[config.mk]
export PLATFORM = sky130hd
export DESIGN_NAME = trng_word_reader_flat
export DESIGN_NICKNAME = d
export VERILOG_FILES = /design/src/rtl/trng_word_reader_if.sv /design/src/rtl/trng_word_reader.sv /design/src/flat_wrapper.sv
export SDC_FILE = /design/constraint.sdc
export NUM_CORES = 1
export LEC_CHECK = 0
export ABC_AREA = 1
export ABC_CLOCK_PERIOD_IN_PS = 8660
export BUFFER_PORTS_ARGS = -buffer_cell sky130_fd_sc_hd__buf_2
export CAP_MARGIN = 20
export CORE_UTILIZATION = 45
export DETAILED_ROUTE_END_ITERATION = 10
export HOLD_SLACK_MARGIN = 0.15
export PLACE_DENSITY_LB_ADDON = 0.3
export SLEW_MARGIN = 5
export SYNTH_ARGS = -nofsm -noshare
export SYNTH_HDL_FRONTEND = slang
export SYNTH_SLANG_ARGS = --single-unit
[constraint.sdc]
create_clock -name clk -period 8.66 [get_ports clk]
set_input_delay 1.299 -clock clk [delete_from_list [all_inputs] [get_ports clk]]
set_output_delay 1.299 -clock clk [all_outputs]
set_load 0.05 [all_outputs]
[src/rtl/trng_word_reader_if.sv]
`default_nettype none
// =====================================================================
// trng_word_reader_if : valid/ready word delivery bus      Rev 1.0
// =====================================================================
interface trng_word_reader_if #(
    parameter int WORD_BYTES = 4
);
    logic [8*WORD_BYTES-1:0] out_data;
    logic                    out_valid;
    logic                    out_ready;

    modport master (
        output out_data,
        output out_valid,
        input  out_ready
    );

    modport slave (
        input  out_data,
        input  out_valid,
        output out_ready
    );
endinterface
`default_nettype wire

[src/rtl/trng_word_reader.sv]
`default_nettype none
// =====================================================================
// trng_word_reader : decimates, health-tests and packs trng bytes into
//                    FIFO-buffered words.                  Rev 1.0
// =====================================================================
module trng_word_reader #(
    parameter int WORD_BYTES     = 4,
    parameter int FIFO_DEPTH     = 4,
    parameter int SAMPLE_DIV     = 8,
    parameter int WARMUP_SAMPLES = 2,
    parameter int REP_LIMIT      = 4
) (
    input  wire logic                       clk,
    input  wire logic                       n_reset,
    input  wire logic                       enable,
    input  wire logic [7:0]                 rnd_byte,
    input  wire logic                       fault_clr,
    trng_word_reader_if.master              out_if,
    output logic                            fault,
    output logic [$clog2(FIFO_DEPTH):0]     fifo_level,
    output logic [7:0]                      dropped_cnt
);
    localparam int c_DATA_W = 8 * WORD_BYTES;
    localparam int c_AW     = $clog2(FIFO_DEPTH);
    localparam int c_LVL_W  = c_AW + 1;
    localparam int c_TICK_W = (SAMPLE_DIV > 1) ? $clog2(SAMPLE_DIV) : 1;
    localparam int c_IDX_W  = (WORD_BYTES > 1) ? $clog2(WORD_BYTES) : 1;
    localparam int c_WARM_W = (WARMUP_SAMPLES > 1) ? $clog2(WARMUP_SAMPLES) : 1;
    localparam int c_REP_W  = $clog2(REP_LIMIT + 1);

    localparam logic [c_TICK_W-1:0] c_TICK_LAST = c_TICK_W'(SAMPLE_DIV - 1);
    localparam logic [c_IDX_W-1:0]  c_IDX_LAST  = c_IDX_W'(WORD_BYTES - 1);
    localparam logic [c_WARM_W-1:0] c_WARM_LAST =
        c_WARM_W'((WARMUP_SAMPLES > 0) ? WARMUP_SAMPLES - 1 : 0);
    localparam logic [c_REP_W-1:0]  c_REP_LIMIT = c_REP_W'(REP_LIMIT);
    localparam logic [c_LVL_W-1:0]  c_DEPTH     = c_LVL_W'(FIFO_DEPTH);

    typedef enum logic [1:0] {
        ST_IDLE    = 2'd0,
        ST_WARMUP  = 2'd1,
        ST_COLLECT = 2'd2,
        ST_FAULT   = 2'd3
    } state_t;

    // With no warmup configured the run starts directly in COLLECT.
    localparam state_t c_RUN_ENTRY = (WARMUP_SAMPLES > 0) ? ST_WARMUP : ST_COLLECT;

    state_t                r_state;
    logic [c_TICK_W-1:0]   r_tick;
    logic [c_WARM_W-1:0]   r_warm;
    logic [c_IDX_W-1:0]    r_idx;
    logic [c_DATA_W-1:0]   r_word;
    logic [7:0]            r_prev;
    logic                  r_prev_valid;
    logic [c_REP_W-1:0]    r_rep;

    logic [c_DATA_W-1:0]   r_mem [FIFO_DEPTH];
    logic [c_AW-1:0]       r_wr_ptr;
    logic [c_AW-1:0]       r_rd_ptr;
    logic [c_LVL_W-1:0]    r_level;
    logic [7:0]            r_dropped;

    logic                  w_running;
    logic                  w_sample;
    logic [c_REP_W-1:0]    w_rep_next;
    logic                  w_rep_fire;
    logic                  w_word_done;
    logic                  w_pop;
    logic                  w_push;
    logic                  w_drop;
    logic [c_DATA_W-1:0]   w_next_word;

    assign w_running   = (r_state == ST_WARMUP) || (r_state == ST_COLLECT);
    assign w_sample    = w_running && enable && (r_tick == c_TICK_LAST);
    assign w_rep_next  = (r_prev_valid && (rnd_byte == r_prev)) ? r_rep + 1'b1
                                                                : c_REP_W'(1);
    assign w_rep_fire  = w_sample && (w_rep_next == c_REP_LIMIT);
    assign w_word_done = w_sample && !w_rep_fire && (r_state == ST_COLLECT)
                         && (r_idx == c_IDX_LAST);
    assign w_pop       = out_if.out_valid && out_if.out_ready;
    assign w_push      = w_word_done && ((r_level < c_DEPTH) || w_pop);
    assign w_drop      = w_word_done && !w_push;

    always_comb begin
        w_next_word = r_word;
        w_next_word[8*r_idx +: 8] = rnd_byte;
    end

    // Sequencing, decimation, repetition history and word packing.
    always_ff @(posedge clk) begin
        if (!n_reset) begin
            r_state      <= ST_IDLE;
            r_tick       <= '0;
            r_warm       <= '0;
            r_idx        <= '0;
            r_word       <= '0;
            r_prev       <= '0;
            r_prev_valid <= 1'b0;
            r_rep        <= '0;
        end else begin
            case (r_state)
                ST_IDLE: begin
                    if (enable) begin
                        r_state <= c_RUN_ENTRY;
                        r_tick  <= '0;
                        r_warm  <= '0;
                    end
                end
                ST_WARMUP, ST_COLLECT: begin
                    // Stopping and faulting both discard all in-flight sample state;
                    // clearing the history on fault lets a stuck source re-trip.
                    if (!enable || w_rep_fire) begin
                        r_state      <= enable ? ST_FAULT : ST_IDLE;
                        r_tick       <= '0;
                        r_warm       <= '0;
                        r_idx        <= '0;
                        r_word       <= '0;
                        r_prev_valid <= 1'b0;
                        r_rep        <= '0;
                    end else begin
                        r_tick <= (r_tick == c_TICK_LAST) ? '0 : r_tick + 1'b1;
                        if (w_sample) begin
                            r_prev       <= rnd_byte;
                            r_prev_valid <= 1'b1;
                            r_rep        <= w_rep_next;
                            if (r_state == ST_WARMUP) begin
                                if (r_warm == c_WARM_LAST) begin
                                    r_state <= ST_COLLECT;
                                    r_warm  <= '0;
                                end else begin
                                    r_warm <= r_warm + 1'b1;
                                end
                            end else if (r_idx == c_IDX_LAST) begin
                                r_idx  <= '0;
                                r_word <= '0;
                            end else begin
                                r_idx  <= r_idx + 1'b1;
                                r_word <= w_next_word;
                            end
                        end
                    end
                end
                ST_FAULT: begin
                    if (fault_clr) begin
                        r_state <= enable ? c_RUN_ENTRY : ST_IDLE;
                        r_tick  <= '0;
                        r_warm  <= '0;
                    end
                end
                default: r_state <= ST_IDLE;
            endcase
        end
    end

    always_ff @(posedge clk) begin
        if (w_push) begin
            r_mem[r_wr_ptr] <= w_next_word;
        end
    end

    always_ff @(posedge clk) begin
        if (!n_reset) begin
            r_wr_ptr  <= '0;
            r_rd_ptr  <= '0;
            r_level   <= '0;
            r_dropped <= '0;
        end else if (w_rep_fire) begin
            r_wr_ptr <= '0;
            r_rd_ptr <= '0;
            r_level  <= '0;
        end else begin
            if (w_push) begin
                r_wr_ptr <= r_wr_ptr + 1'b1;
            end
            if (w_pop) begin
                r_rd_ptr <= r_rd_ptr + 1'b1;
            end
            case ({w_push, w_pop})
                2'b10:   r_level <= r_level + 1'b1;
                2'b01:   r_level <= r_level - 1'b1;
                default: r_level <= r_level;
            endcase
            if (w_drop && (r_dropped != 8'hFF)) begin
                r_dropped <= r_dropped + 1'b1;
            end
        end
    end

    assign out_if.out_valid = (r_level != '0);
    assign out_if.out_data  = (r_level != '0) ? r_mem[r_rd_ptr] : '0;
    assign fault            = (r_state == ST_FAULT);
    assign fifo_level       = r_level;
    assign dropped_cnt      = r_dropped;

endmodule
`default_nettype wire
[src/flat_wrapper.sv]
// flat-port wrapper written by rule: the top's interface ports become plain ports
module trng_word_reader_flat 
#(
    parameter int WORD_BYTES     = 4,
    parameter int FIFO_DEPTH     = 4,
    parameter int SAMPLE_DIV     = 8,
    parameter int WARMUP_SAMPLES = 2,
    parameter int REP_LIMIT      = 4
)
  (clk, n_reset, enable, rnd_byte, fault_clr, fault, fifo_level, dropped_cnt, out_if_out_data, out_if_out_valid, out_if_out_ready);
  trng_word_reader_if #(.WORD_BYTES(WORD_BYTES)) out_if_i ();
  input  wire logic clk;
  input  wire logic n_reset;
  input  wire logic enable;
  input  wire logic [7:0] rnd_byte;
  input  wire logic fault_clr;
  output logic fault;
  output logic [$clog2(FIFO_DEPTH):0] fifo_level;
  output logic [7:0] dropped_cnt;
  output wire logic [$bits(out_if_i.out_data)-1:0] out_if_out_data;
  output wire logic [$bits(out_if_i.out_valid)-1:0] out_if_out_valid;
  input wire logic [$bits(out_if_i.out_ready)-1:0] out_if_out_ready;
  assign out_if_out_data = out_if_i.out_data;
  assign out_if_out_valid = out_if_i.out_valid;
  assign out_if_i.out_ready = out_if_out_ready;
  trng_word_reader #(.WORD_BYTES(WORD_BYTES), .FIFO_DEPTH(FIFO_DEPTH), .SAMPLE_DIV(SAMPLE_DIV), .WARMUP_SAMPLES(WARMUP_SAMPLES), .REP_LIMIT(REP_LIMIT)) u_core (.clk(clk), .n_reset(n_reset), .enable(enable), .rnd_byte(rnd_byte), .fault_clr(fault_clr), .out_if(out_if_i), .fault(fault), .fifo_level(fifo_level), .dropped_cnt(dropped_cnt));
endmodule
==> run metrics <==
PwrDens 243 mW/mm²; largest net degree at the start of global routing 66; Netlist cell types 35; CTS tree yes; Pleak 3.92 nW; outcome finished, final reports clean; dpl hpwl 11.9 mm; number of synthesized register bits just under 200; area of the multi-input gates around 0.0031 mm²; initial antenna violation count 0; Max-cap violations 0; CP max-delay cell buf_4; clk_lat worst skew approximately 450 ps; Final ANT Viol Nets 0; YS warnings 0; Net Sw Frac 31.7%; Post-Layout Cell Count 1293; # H-tree levels 4; Mapped Cells 979; Syn Nets a little over 1000; DR vias 6605; root buf cell clkbuf_16; period utilisation layout 43.5%; worst-path cell chain buf_4 > inv_1 > buf_16 > nor2_1 > o21ai_0 > a21oi_1 > buf_2; Achievable Freq 265 MHz; Setup Buffers After CTS 0; max-slew violations 0; Clk pwr share 32.5%; # hold bufs at CTS 0; share of cells above drive strength 1 12.0%; CP Capture Type primary output; DRT Pass-1 Iters 6; Die H 143 µm; register area approximately 0.0052 mm²; vias in the first global route 6016; P&R area growth vs syn 12.2%; RSZ-0062 raised after global routing false; Tmin final 3770 ps; Synth Flop Type edfxtp_1; # setup viols final 0; Starting Density 45.8%; via/cell ratio 5.11; DRT iter0 DRCs 480; critical path peak fanout 33; Layout fillers approximately 1800; Syn Area/Cell 9.08 µm²; Async SR Flop Fraction 0%; Die ar. 0.0203 mm²; IO Port Bufs 57; Buf/Inv on CP 4; GPL Wtd Cong 0.795; VDD IR-drop max 0.161 mV; drt drc 0; CTS Buf Count 17; worst hold path class flop to flop; dpl cells 1261; sequential area share after synthesis 58.8%; Core Region 0.0194 mm²; die width 143 µm; Largest stage delay, worst path 360 ps; Routed wire per std cell 14.9 µm; Post-Syn Area 0.00889 mm²; final wirelength 19.3 mm; Fin. Hold Viols 0; r2r startpoint u_core.r_state[0]$_SDFFE_PN0P_; internal power 0.00165 W; Psw 0.000768 W; clk sink count 197; total global-route track usage 20.2%; CP required 7360 ps; final core occ between 50% and 60%; global-route wire length before repair between 30 and 40 mm; Post-synth EDFFs ~130; worst-margin pin slew 1130 ps; skew final 11.3 ps; Setup CP Type flop to primary output; worst relative slew slack 24.5%; clk buf depth 2; combinational share of power between 15 and 20%; PostCTS Resize Cnt 0; Setup TNS 0 ps; delay-heaviest family, CP buffers and inverters; startpoint types flop; CP Data Arrival Time approximately 2500 ps; IO Count 58; Hold Path Origin u_core.r_tick[1]$_SDFFE_PN0P_; clock-pin slew on the worst setup and hold paths 80 ps; Sequential Power Share 47.9%; Diodes inserted 0; Post-layout nets 1049; # rows 51; total gr overflow 0
-- path summary, 6_finish.rpt --
| check | endpoint | slack [ps] | cells after the start |
|---|---|---|---|
| setup / recovery | out_if_out_data[5] | 4890 | 7 |
| hold reg to reg | u_core.r_tick[1]$_SDFFE_PN0P_ | 470 | 2 |
| hold / removal | u_core.r_tick[1]$_SDFFE_PN0P_ | 470 | 2 |
| setup reg to reg | u_core.fifo_level[2]$_SDFFE_PP0P_ | 5770 | 13 |
-- layer usage --
metal / vias up / share of wire (%) / global-route usage (%)
li1: 3315 / - / -
met1: 3103 / 48 / 28.3
met2: 165 / 46 / 31.2
met3: 22 / 5.0 / 4.07
met4: 0 / 1.6 / 6.96
met5: - / 0 / 0
-- cell usage after synthesis (8+ instances only) --
master / number / area [µm²]
nor2_1: 243 / 912
edfxtp_1: 128 / 3840
nand2_1: 128 / 480
o21ai_0: 91 / 455
inv_1: 74 / 278
dfxtp_1: 69 / 1380
a21oi_1: 67 / 335
clkbuf_1: 37 / 139
nand3_1: 32 / 160
ha_1: 20 / 250
o22ai_1: 17 / 106
nor3_1: 12 / 60.1
a22oi_1: 10 / 75.1
inv_2: 8 / 30.0
-- layout by cell type (no fill, tap or decap), types with 2 or more instances in the layout --
| master | count |
|---|---|
| edfxtp_1 | 128 |
| clkinv_8 | 3 |
| buf_2 | 57 |
| nand4_4 | 2 |
| nor2_4 | 2 |
| nor3_1 | 12 |
| buf_4 | 8 |
| nand3_1 | 32 |
| o21ai_0 | 91 |
| inv_2 | 8 |
| a22oi_1 | 10 |
| nand4_1 | 3 |
| o22ai_1 | 17 |
| inv_8 | 7 |
| a21oi_1 | 67 |
| nor3b_1 | 2 |
| ha_1 | 20 |
| dfxtp_1 | 68 |
| inv_6 | 4 |
| nand3_2 | 2 |
| clkbuf_16 | 17 |
| nor2_2 | 5 |
| nor2_1 | 239 |
| xnor2_1 | 6 |
| xor2_1 | 3 |
| nand2_2 | 2 |
| inv_1 | 74 |
| nand2_1 | 128 |
-- power groups by stage --
stage               Clock (W)  Sequential [W]  Combinational [W]
CTS                  0.000800         0.00116           0.000470
global route         0.000832         0.00117           0.000541
floorplan                   0         0.00117           0.000366
finish               0.000786         0.00116           0.000476
detailed placement          0         0.00118           0.000469
global placement            0         0.00118           0.000456
-- per-stage QoR --
stage	setup slack, ps	instance area [µm²]	total power, W	hold slack [ps]
finish	4890	9980	0.00242	471
global route	4700	9980	0.00254	501
CTS	4840	9980	0.00243	476
detailed placement	4950	9380	0.00165	464
global placement	4980	9360	0.00163	457
floorplan	4760	8890	0.00153	444
-- tightest hold or removal path, delay by kind of cell (launching register included) --
kind | cells | cell delay (ps)
DFF | 1 | 320
and+or+nand+nor | 1 | 60
AOI/OAI and AO/OA | 1 | 50
-- layout make-up --
class	instances	area share [%]
tap	265	3.32
inverter	83	3.12
sequential	197	52.4
timing repair buffer	66	3.74
multi-input combinational	650	31.5
clock inverter	15	1.71
clock buffer	17	4.26
-- logic make-up after synthesis --
family / after synthesis / share of synthesized area [%]
AND/OR/NAND/NOR: 432 / 20.1
flip-flops: 197 / 58.8
AO/OA/AOI/OAI: 188 / 11.2
buffers and inverters: 132 / 6.09
adder cells (fa/ha/maj): 21 / 3.04
XOR/XNOR: 9 / 0.886
-- sequential cells by signal (all words and copies together), names as in the netlist, named ones only --
signal               count
u_core.r_prev_valid      1
u_core.r_rep             3
u_core.r_idx             2
u_core.dropped_cnt       8
u_core.r_warm            1
u_core.r_tick            3
u_core.r_rd_ptr          2
u_core.r_prev            8
u_core.r_state           2
u_core.fifo_level        3
u_core.r_word           32
u_core.r_wr_ptr          2
u_core.r_mem           128
Note: power is estimated with default switching activity, not from simulation.
